===== src/rtl/pong_match_ctrl.sv =====
// rtl/pong_match_ctrl.sv - Pong match sequencer: game state, scores, winner and computer-paddle speed
//
// Owns the match flow IDLE -> SERVE -> PLAY -> POINT/OVER, keeps both scores,
// decides the winner and latches the computer-paddle speed from the difficulty
// select at each start. Runs on the pixel clock.
//
// Optional feature macro: PONG_WIN_BY_TWO_EN
//   defined   : win needs score >= WIN_SCORE and a lead of at least 2; a score
//               that would overflow saturates and that scorer wins at once.
//   undefined : win when the new score equals WIN_SCORE.
//
// Ports:
//   clk             in   pixel clock, rising edge
//   reset           in   asynchronous active-low reset
//   frame_tick      in   one-cycle pulse per video frame
//   start           in   one-cycle start pulse (debounced, edge-detected)
//   miss_left       in   pulse: ball passed the left paddle
//   miss_right      in   pulse: ball passed the right paddle
//   diff[1:0]       in   difficulty select
//   game_on         out  high only during a rally (decoded from state)
//   ball_reset      out  holds ball at centre whenever not in a rally
//   serve_dir       out  1 = next serve rightward, 0 = leftward
//   score_left      out  left player score
//   score_right     out  right player score
//   winner[1:0]     out  00 none, 01 left, 10 right
//   ai_ticks_per_px out  computer paddle speed setting
//   state[2:0]      out  IDLE=0 SERVE=1 PLAY=2 POINT=3 OVER=4
module pong_match_ctrl #(
  parameter int WIN_SCORE    = 7,
  parameter int SCORE_W      = 4,
  parameter int SERVE_FRAMES = 60,
  parameter int POINT_FRAMES = 90
) (
  input  logic               clk,
  input  logic               reset,
  input  logic               frame_tick,
  input  logic               start,
  input  logic               miss_left,
  input  logic               miss_right,
  input  logic [1:0]         diff,
  output logic               game_on,
  output logic               ball_reset,
  output logic               serve_dir,
  output logic [SCORE_W-1:0] score_left,
  output logic [SCORE_W-1:0] score_right,
  output logic [1:0]         winner,
  output logic [7:0]         ai_ticks_per_px,
  output logic [2:0]         state
);

  localparam int MAX_FRAMES = (SERVE_FRAMES > POINT_FRAMES) ? SERVE_FRAMES : POINT_FRAMES;
  localparam int CNT_W      = $clog2(MAX_FRAMES + 1);

  localparam logic [CNT_W-1:0]   SERVE_LOAD = CNT_W'(SERVE_FRAMES);
  localparam logic [CNT_W-1:0]   POINT_LOAD = CNT_W'(POINT_FRAMES);
  localparam logic [SCORE_W-1:0] WIN_VAL    = SCORE_W'(WIN_SCORE);

  typedef enum logic [2:0] {
    ST_IDLE  = 3'd0,
    ST_SERVE = 3'd1,
    ST_PLAY  = 3'd2,
    ST_POINT = 3'd3,
    ST_OVER  = 3'd4
  } state_t;

  state_t             state_q, state_n;
  logic [CNT_W-1:0]   cnt_q, cnt_n;
  logic [SCORE_W-1:0] score_left_n, score_right_n;
  logic [1:0]         winner_n;
  logic               serve_dir_n;
  logic [7:0]         ai_n;

  // Candidate post-point scores and the win decision for each side.
  logic [SCORE_W-1:0] left_next, right_next;
  logic               left_wins, right_wins;

`ifdef PONG_WIN_BY_TWO_EN
  localparam logic [SCORE_W-1:0] SCORE_MAX = '1;
  localparam logic [SCORE_W:0]   LEAD_MIN  = (SCORE_W+1)'(2);

  logic left_sat, right_sat;

  assign left_sat   = (score_left == SCORE_MAX);
  assign right_sat  = (score_right == SCORE_MAX);
  assign left_next  = left_sat ? score_left : score_left + 1'b1;
  assign right_next = right_sat ? score_right : score_right + 1'b1;
  // One extra bit so the lead test cannot wrap.
  assign left_wins  = left_sat ||
                      ((left_next >= WIN_VAL) && ({1'b0, left_next} >= {1'b0, score_right} + LEAD_MIN));
  assign right_wins = right_sat ||
                      ((right_next >= WIN_VAL) && ({1'b0, right_next} >= {1'b0, score_left} + LEAD_MIN));
`else
  assign left_next  = score_left + 1'b1;
  assign right_next = score_right + 1'b1;
  assign left_wins  = (left_next == WIN_VAL);
  assign right_wins = (right_next == WIN_VAL);
`endif

  function automatic logic [7:0] speed_of(input logic [1:0] d);
    case (d)
      2'b00:   speed_of = 8'd8;
      2'b01:   speed_of = 8'd6;
      2'b10:   speed_of = 8'd4;
      default: speed_of = 8'd2;
    endcase
  endfunction

  always_ff @(posedge clk or negedge reset) begin
    if (!reset) begin
      state_q         <= ST_IDLE;
      cnt_q           <= '0;
      score_left      <= '0;
      score_right     <= '0;
      winner          <= 2'b00;
      serve_dir       <= 1'b1;
      ai_ticks_per_px <= 8'd8;
    end else begin
      state_q         <= state_n;
      cnt_q           <= cnt_n;
      score_left      <= score_left_n;
      score_right     <= score_right_n;
      winner          <= winner_n;
      serve_dir       <= serve_dir_n;
      ai_ticks_per_px <= ai_n;
    end
  end

  always_comb begin
    state_n       = state_q;
    cnt_n         = cnt_q;
    score_left_n  = score_left;
    score_right_n = score_right;
    winner_n      = winner;
    serve_dir_n   = serve_dir;
    ai_n          = ai_ticks_per_px;

    case (state_q)
      ST_IDLE, ST_OVER: begin
        if (start) begin
          score_left_n  = '0;
          score_right_n = '0;
          winner_n      = 2'b00;
          ai_n          = speed_of(diff);
          serve_dir_n   = 1'b1;
          cnt_n         = SERVE_LOAD;
          state_n       = ST_SERVE;
        end
      end

      ST_SERVE, ST_POINT: begin
        if (frame_tick) begin
          // <=1 rather than ==1 so a stray zero count can never stall here.
          if (cnt_q <= CNT_W'(1)) begin
            cnt_n   = '0;
            state_n = ST_PLAY;
          end else begin
            cnt_n = cnt_q - 1'b1;
          end
        end
      end

      ST_PLAY: begin
        if (miss_left && miss_right) begin
          cnt_n   = POINT_LOAD;
          state_n = ST_POINT;
        end else if (miss_left) begin
          score_right_n = right_next;
          serve_dir_n   = 1'b0;
          if (right_wins) begin
            winner_n = 2'b10;
            state_n  = ST_OVER;
          end else begin
            cnt_n   = POINT_LOAD;
            state_n = ST_POINT;
          end
        end else if (miss_right) begin
          score_left_n = left_next;
          serve_dir_n  = 1'b1;
          if (left_wins) begin
            winner_n = 2'b01;
            state_n  = ST_OVER;
          end else begin
            cnt_n   = POINT_LOAD;
            state_n = ST_POINT;
          end
        end
      end

      default: state_n = ST_IDLE;
    endcase
  end

  assign state      = state_q;
  assign game_on    = (state_q == ST_PLAY);
  assign ball_reset = (state_q != ST_PLAY);

endmodule


===== config.mk =====
export PLATFORM = sky130hd
export DESIGN_NAME = pong_match_ctrl
export DESIGN_NICKNAME = d
export VERILOG_FILES = /design/src/rtl/pong_match_ctrl.sv
export SDC_FILE = /design/constraint.sdc
export NUM_CORES = 1
export LEC_CHECK = 0
export BUFFER_PORTS_ARGS = -buffer_cell sky130_fd_sc_hd__buf_2
export CORE_ASPECT_RATIO = 0.8
export CORE_MARGIN = 5
export CORE_UTILIZATION = 45
export DETAILED_ROUTE_END_ITERATION = 10
export PLACE_DENSITY = 0.68
export RECOVER_POWER = 100
export SLEW_MARGIN = 20
export SYNTH_ARGS = -nofsm -noshare
export SYNTH_HDL_FRONTEND = slang
export SYNTH_SLANG_ARGS = --single-unit

===== constraint.sdc =====
create_clock -name clk -period 4.7 [get_ports clk]
set_clock_uncertainty 0.1 [all_clocks]
set_input_delay 0.94 -clock clk [delete_from_list [all_inputs] [get_ports clk]]
set_output_delay 0.94 -clock clk [all_outputs]
set_load 0.005 [all_outputs]

==> results.json, run 1 <==
{
  "reg2reg_from": "score_right[0]",
  "seq_area_um2": 603,
  "dp_cells": 233,
  "dp_hpwl_um": 2720,
  "grt.total_usage_pct": 16.1,
  "synth_fa_ha_area_share_pct": 7.25,
  "post-route-period-util_pct": 61.3,
  "met3_length_um": 294,
  "vias": 1397,
  "multi_input_area_um2": 852,
  "synth-compound-area-share_pct": 23.9,
  "met1_length_um": 1700,
  "setup_viol": 0,
  "die_h_um": 62.6,
  "drc_errors": 0,
  "clkSlewWorstSetupHoldPaths_ns": 0.09,
  "crit_path_max_fanout": 12,
  "antenna_cells": 0,
  "ant_nets": 0,
  "numCtsBuffers": 3,
  "synth_area_um2": 1550,
  "fin_cells": 237,
  "fin_setup_tns_ns": 0,
  "status": "completed",
  "drv_cap": 0,
  "clkLatencyLatePin_ns": 0.27,
  "synth_cell_types": 48,
  "io_buffers": 26,
  "grt_pass1_wl_um": 6040,
  "seq_area_frac_synth_pct": 38.8,
  "fp.coreArea_um2": 3380,
  "place.gp.congestion": 0.843,
  "max-clock-path-buffers": 2,
  "die_w_um": 75.7,
  "dr_wl_met2_um": 1720,
  "hold_class": "reg2reg",
  "drive_gt1_share_pct": 9.23,
  "ios": 32,
  "drt_wl_total_um": 3740,
  "endpoint_kind": "output port",
  "holdPathStages": 1,
  "synth_top_area_share_pct": 35.4,
  "synth_cells": 171,
  "grt-ovfl-total": 0,
  "worst_ep_required_time_ns": 3.66,
  "tightest_slew_ns": 1.37,
  "ctsRootBufferMaster": "clkbuf_8",
  "critPathKind": "reg2out",
  "cts_tree": "done",
  "ys_async_sr_fraction_pct": 100,
  "slew_violations": 0,
  "cp.arrival_ns": 1.84,
  "p_per_area_nw_per_um2": 479,
  "drt_first_iter_violations": 121,
  "yosysTopAreaCell": "dfrtp_1",
  "crit_path_start_kind": "register",
  "cts.sinks": 24,
  "holdBufCountCts": 0,
  "start_util_pct": 46.0,
  "placed_cell_area_um2": 1700,
  "rsz0062_at_grt": "false",
  "vias_per_cell": 5.89,
  "cts_post_setup_buffers_inserted": 0,
  "p_total_mw": 0.828,
  "ir_worst_vdd_mv": 0.209,
  "whs_ns": 0.409,
  "final_util_pct": 51.2,
  "nFillCells": 323,
  "h-tree-depth": 1,
  "crit_buf_inv": 2,
  "top_layer": "met4",
  "antenna_found_initial": 0,
  "postCtsResizedCells": 0,
  "cp_slowest_stage_delay_ns": 0.55,
  "period_needed_ns": 2.88,
  "r2r_end": "cnt_q[4]",
  "leakage_nw": 0.714,
  "grt_pass1_vias": 1267,
  "hold_viol": 0,
  "synthFlopType": "dfrtp_1",
  "stdcell_area_um2": 1730,
  "syn_to_final_growth_pct": 11.3,
  "die-area_um2": 4740,
  "wire_per_inst_um": 15.8,
  "ys_ff_latch": 24,
  "synth_top_family_by_area": "compound AO/OA/AOI/OAI gates",
  "dr.pass1.iters": 7,
  "grt_start_max_net_pins": 25,
  "synth-simple-area-share_pct": 20.9,
  "synth_edf_count": 0,
  "reg2reg_depth": 6,
  "max_freq_ghz": 0.347,
  "maxSlewHeadroom_pct": 8.89,
  "setup_slack_ns": 1.82,
  "slowest_stage": "or3b_1",
  "regToRegSetupSlack_ns": 1.94,
  "crit_family": "simple AND/OR/NAND/NOR gates",
  "rows": 19,
  "crit_chain": "or3b_1 -> inv_1 -> buf_2",
  "synthTopCellsByArea": "dfrtp_1 (35%), ha_1 (7.2%), o21ai_0 (3.9%), nand2_1 (3.9%), a21oi_1 (3.5%)",
  "dpl_worst_slack_ns": 2.21,
  "hold_end": "winner[0]",
  "syn_avg_cell_area_um2": 9.09,
  "nets": 213,
  "muxShareOfSynthArea_pct": 1.45,
  "ys_warn_count": 0,
  "min-delay-start": "winner[0]",
  "synth_xor_area_share_pct": 1.13
}
## cells by family after synthesis
kind of cell,Yosys count
buffers and inverters,21
DFF,24
AOI/OAI and AO/OA,53
xor gates and xnor gates,2
and+or+nand+nor,59
adders and majority gates,9
muxes,2
other,1
## flip-flops by register name, summed over array words and instances, names as in the netlist
register         cells
ai_ticks_per_px      3
score_right          4
winner               2
cnt_q                7
serve_dir            1
state                3
score_left           4
## placed cells by master (no fill, tap or decap), types with 3 or more instances in the layout
| cell type | instances |
|---|---|
| nand2b_1 | 5 |
| nand2_1 | 16 |
| dfrtp_1 | 22 |
| or3_1 | 4 |
| nor4_1 | 3 |
| buf_2 | 9 |
| a21oi_1 | 11 |
| nor3_1 | 4 |
| o21ai_0 | 14 |
| ha_1 | 9 |
| clkbuf_1 | 18 |
| clkbuf_8 | 3 |
| nor2_1 | 10 |
| o2bb2ai_1 | 3 |
| inv_1 | 10 |
| nor2b_1 | 4 |
| conb_1 | 5 |
| o211ai_1 | 4 |
| nor3b_1 | 3 |
| nand3_1 | 3 |
## cell type report
type	instances	share of cell area [%]
inverter	10	2.17
timing repair buffer	27	6.51
multi-input combinational	130	49.3
clock buffer	3	2.39
sequential	24	34.9
clock inverter	1	1.74
tap	42	3.04
## power breakdown
part | total (mW) | switching (mW) | internal [mW]
clock network | 0.183 | 0.0688 | 0.114
registers | 0.348 | 0.0813 | 0.267
logic | 0.297 | 0.168 | 0.129
## per-layer routing
layer	global-route usage, %	up-vias
li1	-	659
met1	22.7	671
met2	25.0	63
met3	3.70	4
met4	3.28	0
met5	0	-
## worst max-delay path by stage
stage	cells past startpoint	startpoint	to
3_5_place_dp	5	miss_left	cnt_q[4]
5_1_grt	3	state[0]	game_on
3_3_place_gp	3	state[0]	game_on
4_1_cts	3	state[0]	game_on
2_1_floorplan	4	state[2]	game_on
6_report	3	state[0]	game_on
## worst reg2reg max path: cells and delay by family, from the launching register on
family / cells / cell delay [ns]
AOI/OAI and AO/OA: 4 / 1.62
adders and majority gates: 1 / 0.26
DFF: 1 / 0.47
and+or+nand+nor: 1 / 0.15
## synth_stat cells, drive strengths merged (3+ instances only)
| library cell | instances |
|---|---|
| a21oi | 11 |
| buf | 6 |
| clkbuf | 5 |
| dfrtp | 22 |
| ha | 9 |
| inv | 10 |
| nand2 | 16 |
| nand2b | 5 |
| nand3 | 3 |
| nor2 | 10 |
| nor2b | 4 |
| nor3 | 4 |
| nor3b | 3 |
| nor4 | 4 |
| o211ai | 4 |
| o21ai | 14 |
| o2bb2ai | 3 |
| or3 | 4 |
(Power assumes the default switching activity.)
==> run 2: changes to the inputs <==
- ABC_AREA: default -> 1
- PLACE_DENSITY: 0.68 -> 0.7
- clock period: 4.7 -> 2.4 ns (I/O delays scaled with it)
==> run 2 against run 1 <==
Non-clock buffer count decreased by 1. Setup slack got worse by 1.4 ns. Sequential cell count unchanged. Synthesized area decreased by 1.9%. Die area decreased by 1.6%. Register-to-register slack got worse by 1.4 ns. Via count decreased by 4.1%. Combinational power increased to 2.8 times the previous value. Clock-buffer cell count unchanged. Largest power group is now combinational cells.
==> results.json, run 2 <==
{
  "synth_cells": 205,
  "crit_path_start_kind": "register",
  "cts_post_setup_buffers_inserted": 0,
  "ys_ff_latch": 24,
  "leakage_nw": 0.950,
  "sw_frac_of_total_pct": 41.9,
  "top_register": "cnt_q",
  "wire_per_inst_um": 11.5,
  "max_freq_ghz": 0.499,
  "grt-ovfl-total": 0,
  "fp.coreArea_um2": 3180,
  "placed_cell_area_um2": 1680,
  "setup_viol": 0,
  "synth_top_area_share_pct": 36.1,
  "slew_violations": 0,
  "p_per_area_nw_per_um2": 1130,
  "post-route-period-util_pct": 83.5,
  "largest_reg_flops": 7,
  "pwr-share-seq_pct": 38.7,
  "r2r_end": "cnt_q[2]",
  "endpoint_kind": "output port",
  "cts.sinks": 24,
  "vias": 1340,
  "power_switching_mw": 0.810,
  "fin_cells": 274,
  "met3_length_um": 163,
  "drt_wl_total_um": 3140,
  "reg2reg_from": "state[1]",
  "dr_wl_met2_um": 1310,
  "numCtsBuffers": 3,
  "crit_path_max_fanout": 6,
  "start_util_pct": 48.0,
  "synth_edf_count": 0,
  "synthTopCellsByArea": "dfrtp_1 (36%), nand2_1 (17%), ha_1 (7.4%), inv_1 (6.9%), nand3_1 (4.6%)",
  "slowest_stage": "dfrtp_1",
  "clkSlewWorstSetupHoldPaths_ns": 0.08,
  "antenna_found_initial": 0,
  "die-area_um2": 4660,
  "critPathKind": "reg2out",
  "nets": 252,
  "final_cell_mix": "nand2_1 (69), inv_1 (29), dfrtp_1 (22)",
  "postCtsResizedCells": 0,
  "dp_cells": 270,
  "grt.total_usage_pct": 15.0,
  "h-tree-depth": 1,
  "cp.arrival_ns": 1.42,
  "top_layer": "met4",
  "die_h_um": 62.1,
  "worst_ep_required_time_ns": 1.82,
  "cts_tree": "done",
  "synth_area_um2": 1520,
  "ctsRootBufferMaster": "clkbuf_8",
  "ios": 32,
  "dp_hpwl_um": 2430,
  "rsz0062_at_grt": "false",
  "drv_cap": 0,
  "nFillCells": 322,
  "synthFlopType": "dfrtp_1",
  "max-clock-path-buffers": 2,
  "die_w_um": 75.1,
  "met1_length_um": 1630,
  "drc_errors": 0,
  "dpl_worst_slack_ns": 0.757,
  "dr.pass1.iters": 4,
  "drive_gt1_share_pct": 12.8,
  "cp_slowest_stage_delay_ns": 0.44,
  "tightest_slew_ns": 1.26,
  "rows": 18,
  "hold_viol": 0,
  "yosysTopAreaCell": "dfrtp_1",
  "syn_to_final_growth_pct": 12.1,
  "final_common_cell": "nand2_1",
  "setup_slack_ns": 0.396,
  "grt_pass1_vias": 1203,
  "syn_avg_cell_area_um2": 7.43,
  "grt_start_max_net_pins": 25,
  "vias_per_cell": 4.89,
  "ys_warn_count": 0,
  "regToRegSetupSlack_ns": 0.50,
  "grt_pass1_wl_um": 5300,
  "ys_async_sr_fraction_pct": 100,
  "ant_nets": 0,
  "seq_area_frac_synth_pct": 39.6,
  "reg2reg_depth": 7,
  "crit_chain": "nor2_1 -> nand2_4 -> inv_1 -> buf_2",
  "final_util_pct": 53.8,
  "drt_first_iter_violations": 117,
  "holdBufCountCts": 0,
  "period_needed_ns": 2.00,
  "ir_worst_vdd_mv": 0.581,
  "place.gp.congestion": 0.825,
  "status": "completed",
  "intPower_mw": 1.13,
  "stdcell_area_um2": 1710,
  "yosys-top-cells-count": "nand2_1 (68), inv_1 (28), dfrtp_1 (22)",
  "fin_setup_tns_ns": 0,
  "maxSlewHeadroom_pct": 16.2,
  "hold_class": "in2async",
  "io_buffers": 26,
  "reg_top3": "cnt_q x7, score_left x4, score_right x4",
  "p_clk_share_pct": 18.1,
  "synth.most_common_cell": "nand2_1",
  "synth_cell_types": 26,
  "clkLatencyLatePin_ns": 0.26,
  "p_comb_share_pct": 43.2,
  "antenna_cells": 0
}
run 2: cell count changes after synthesis, sizes merged, moves of 5 or more:
cell / previous run / this run
a21oi: 11 / 3
clkbuf: 5 / 0
inv: 10 / 29
nand2: 16 / 73
nand2b: 5 / 0
nand3: 3 / 14
nor2: 10 / 24
run 2: cell families (layout without fill, tap and decap cells):
logic type | count (synthesis) | after routing | share of synthesized area, %
and+or+nand+nor | 118 | 118 | 35.8
buffers and inverters | 34 | 59 | 9.61
DFF | 24 | 24 | 39.6
AOI/OAI and AO/OA | 17 | 17 | 6.24
adders and majority gates | 9 | 9 | 7.39
xor gates and xnor gates | 2 | 2 | 1.15
other | 1 | 5 | 0.246
run 2: per-stage QoR:
stage | total power [mW] | hold WS, ns
finish | 1.94 | 0.361
global placement | 1.63 | 0.358
detailed placement | 1.64 | 0.361
CTS | 1.99 | 0.103
floorplan | 1.36 | 0.0844
global route | 2.14 | 0.414
run 2: layout make-up:
type / instances / area (µm²) / share of cell area [%]
clock inverter: 1 / 30.0 / 1.76
sequential: 24 / 603 / 35.3
tap: 40 / 50.0 / 2.93
clock buffer: 3 / 41.3 / 2.42
timing repair buffer: 26 / 120 / 7.03
inverter: 29 / 109 / 6.37
multi-input combinational: 151 / 754 / 44.2
run 2: routing by layer:
metal  GRT usage, %  vias to the layer above
met5              0                        -
met4           5.33                        0
met3           3.54                        4
met2           22.8                       35
met1           21.1                      613
li1               -                      688
run 2: worst max path at each step:
stage                to  slack [ns]            from  cells after the start
3_5_place_dp   cnt_q[2]        0.76  score_right[0]                      9
3_3_place_gp   state[0]        0.76        cnt_q[0]                      7
2_1_floorplan  cnt_q[1]        0.90  score_right[0]                      9
5_1_grt         game_on        0.30        state[2]                      4
6_report        game_on        0.40        state[2]                      4
4_1_cts         game_on        0.54        state[2]                      4
run 2: critical path: cells and delay by family (launching register included):
family | cells | cell delay, ns
buffers and inverters | 2 | 0.33
DFF | 1 | 0.44
and+or+nand+nor | 2 | 0.38
run 2: power groups by stage:
stage          logic [mW]  clock network (mW)  registers [mW]
2_1_floorplan       0.628                   0           0.736
3_3_place_gp        0.868                   0           0.762
3_5_place_dp        0.878                   0           0.758
6_report            0.836               0.350           0.749
5_1_grt             0.992               0.375           0.777
4_1_cts             0.882               0.359           0.753
==> run 3: changes to the inputs <==
- clock period: 2.4 -> 1.8 ns (I/O delays scaled with it)
==> run 3 against run 2 <==
Final area is 2.4% higher. Clock-buffer cell count did not move. Final cell count up 0.36%. Total power up 30%. Worst hold slack improved by 0.0082 ns. Sequential cell count did not move. First-iteration DRC count decreased by 56%. Clock power shrank 12%. Wire length up 5.2%. Utilization is 1.3 points higher.
==> results.json, run 3 (synthesized netlist as in run 2, its figures left out) <==
{
  "status": "completed",
  "drv_cap": 0,
  "fp.coreArea_um2": 3180,
  "final_common_cell": "nand2_1",
  "post-route-period-util_pct": 94.5,
  "grt_pass1_vias": 1217,
  "final_util_pct": 55.1,
  "slowest_stage": "dfrtp_1",
  "place.gp.congestion": 0.814,
  "dr.pass1.iters": 4,
  "rows": 18,
  "crit_path_start_kind": "register",
  "ant_nets": 0,
  "syn_to_final_growth_pct": 14.8,
  "die-area_um2": 4660,
  "top_register": "cnt_q",
  "antenna_found_initial": 0,
  "wire_per_inst_um": 12.0,
  "clkSlewWorstSetupHoldPaths_ns": 0.08,
  "cts_post_setup_buffers_inserted": 0,
  "grt_start_max_net_pins": 25,
  "multi_input_area_um2": 803,
  "grt_pass1_wl_um": 5530,
  "hold_class": "in2reg",
  "nets": 254,
  "p_per_area_nw_per_um2": 1440,
  "io_buffers": 26,
  "p_clk_share_pct": 12.2,
  "final_cell_mix": "nand2_1 (69), inv_1 (28), dfrtp_1 (22)",
  "vias": 1330,
  "h-tree-depth": 1,
  "sw_frac_of_total_pct": 44.3,
  "maxSlewHeadroom_pct": 61.1,
  "ctsRootBufferMaster": "clkbuf_8",
  "power_switching_mw": 1.11,
  "endpoint_kind": "output port",
  "grt.total_usage_pct": 15.7,
  "cp_slowest_stage_delay_ns": 0.46,
  "worst_ep_required_time_ns": 1.34,
  "leakage_nw": 0.966,
  "start_util_pct": 48.0,
  "fin_cells": 275,
  "pwr-share-seq_pct": 40.1,
  "slew_violations": 0,
  "max_freq_ghz": 0.588,
  "setup_viol": 0,
  "reg_top3": "cnt_q x7, score_left x4, score_right x4",
  "max-clock-path-buffers": 2,
  "cp.arrival_ns": 1.24,
  "ios": 32,
  "die_h_um": 62.1,
  "clkLatencyLatePin_ns": 0.26,
  "tightest_slew_ns": 0.584,
  "critPathKind": "reg2out",
  "ir_worst_vdd_mv": 0.632,
  "intPower_mw": 1.40,
  "vias_per_cell": 4.84,
  "numCtsBuffers": 3,
  "crit_chain": "nor2_4 -> nand2_4 -> inv_2 -> buf_2",
  "crit_path_max_fanout": 6,
  "largest_reg_flops": 7,
  "period_needed_ns": 1.70,
  "seq_area_um2": 603,
  "cts.sinks": 24,
  "hold_viol": 0,
  "p_comb_share_pct": 47.7,
  "grt-ovfl-total": 0,
  "drt_first_iter_violations": 52,
  "p_total_mw": 2.51,
  "dp_hpwl_um": 2490,
  "drc_errors": 0,
  "drt_wl_total_um": 3310,
  "antenna_cells": 0,
  "whs_ns": 0.369,
  "dp_cells": 271,
  "die_w_um": 75.1,
  "nFillCells": 308,
  "cts_tree": "done",
  "drive_gt1_share_pct": 16.6
}
==> run 3: cell types whose count changed in the layout (fill, tap and decap cells not counted), sizes merged <==
cell         previous run  this run
bufinv                  1         0
buf                    18        22
clkbuf                 11         8
dlygate4sd3             0         1
==> run 3: power by group through the flow <==
stage,Sequential (mW),Clock [mW],Combinational [mW]
CTS,1.01,0.320,1.19
global route,1.04,0.340,1.41
global placement,1.01,0,1.17
detailed placement,1.01,0,1.18
finish,1.01,0.307,1.20
floorplan,0.982,0,0.838
==> run 3: final cells by class <==
type                       count  share of cell area, %
clock buffer                   3                   2.36
inverter                      29                   6.22
multi-input combinational    151                   45.9
sequential                    24                   34.5
tap                           40                   2.86
timing repair buffer          28                   8.15
==> run 3: per-layer routing <==
layer	wire length [µm]	global-route usage (%)
met5	0	0
met3	162	3.86
met1	1700	22.6
met4	0	3.05
met2	1440	24.2
==> run 3: per-stage QoR <==
stage	area, µm²	setup TNS (ns)	setup slack (ns)
after floorplan	1540	0	0.303
after global placement	1690	0	0.190
after detailed placement	1690	0	0.170
after CTS	1740	0	0.0679
after global routing	1750	-0.209	-0.0513
final	1750	0	0.0988
==> run 3: worst paths after layout <==
kind                       cells past startpoint                from  slack [ns]                 end
hold / removal                                 4           miss_left        0.37           winner[0]
max in group asynchronous                      2               reset        0.67       score_left[0]
min in group asynchronous                      2               reset        0.54  ai_ticks_per_px[1]
setup / recovery                               4            state[2]         0.1             game_on
setup reg to reg                               7            cnt_q[0]        0.14            cnt_q[2]
hold reg to reg                                2  ai_ticks_per_px[3]        0.39  ai_ticks_per_px[3]
==> run 3: critical path, delay by kind of cell (launching register included) <==
| family | cells | cell delay (ns) |
|---|---|---|
| flip-flops | 1 | 0.46 |
| buffers and inverters | 2 | 0.25 |
| AND/OR/NAND/NOR | 2 | 0.27 |
==> run 3: timing repair <==
| action | CTS | global route |
|---|---|---|
| setup endpoints to repair | 0 | 6 |
| endpoints found under the hold margin | 22 | 0 |
| resized for setup | 0 | 5 |
| hold buffers | 1 | 0 |
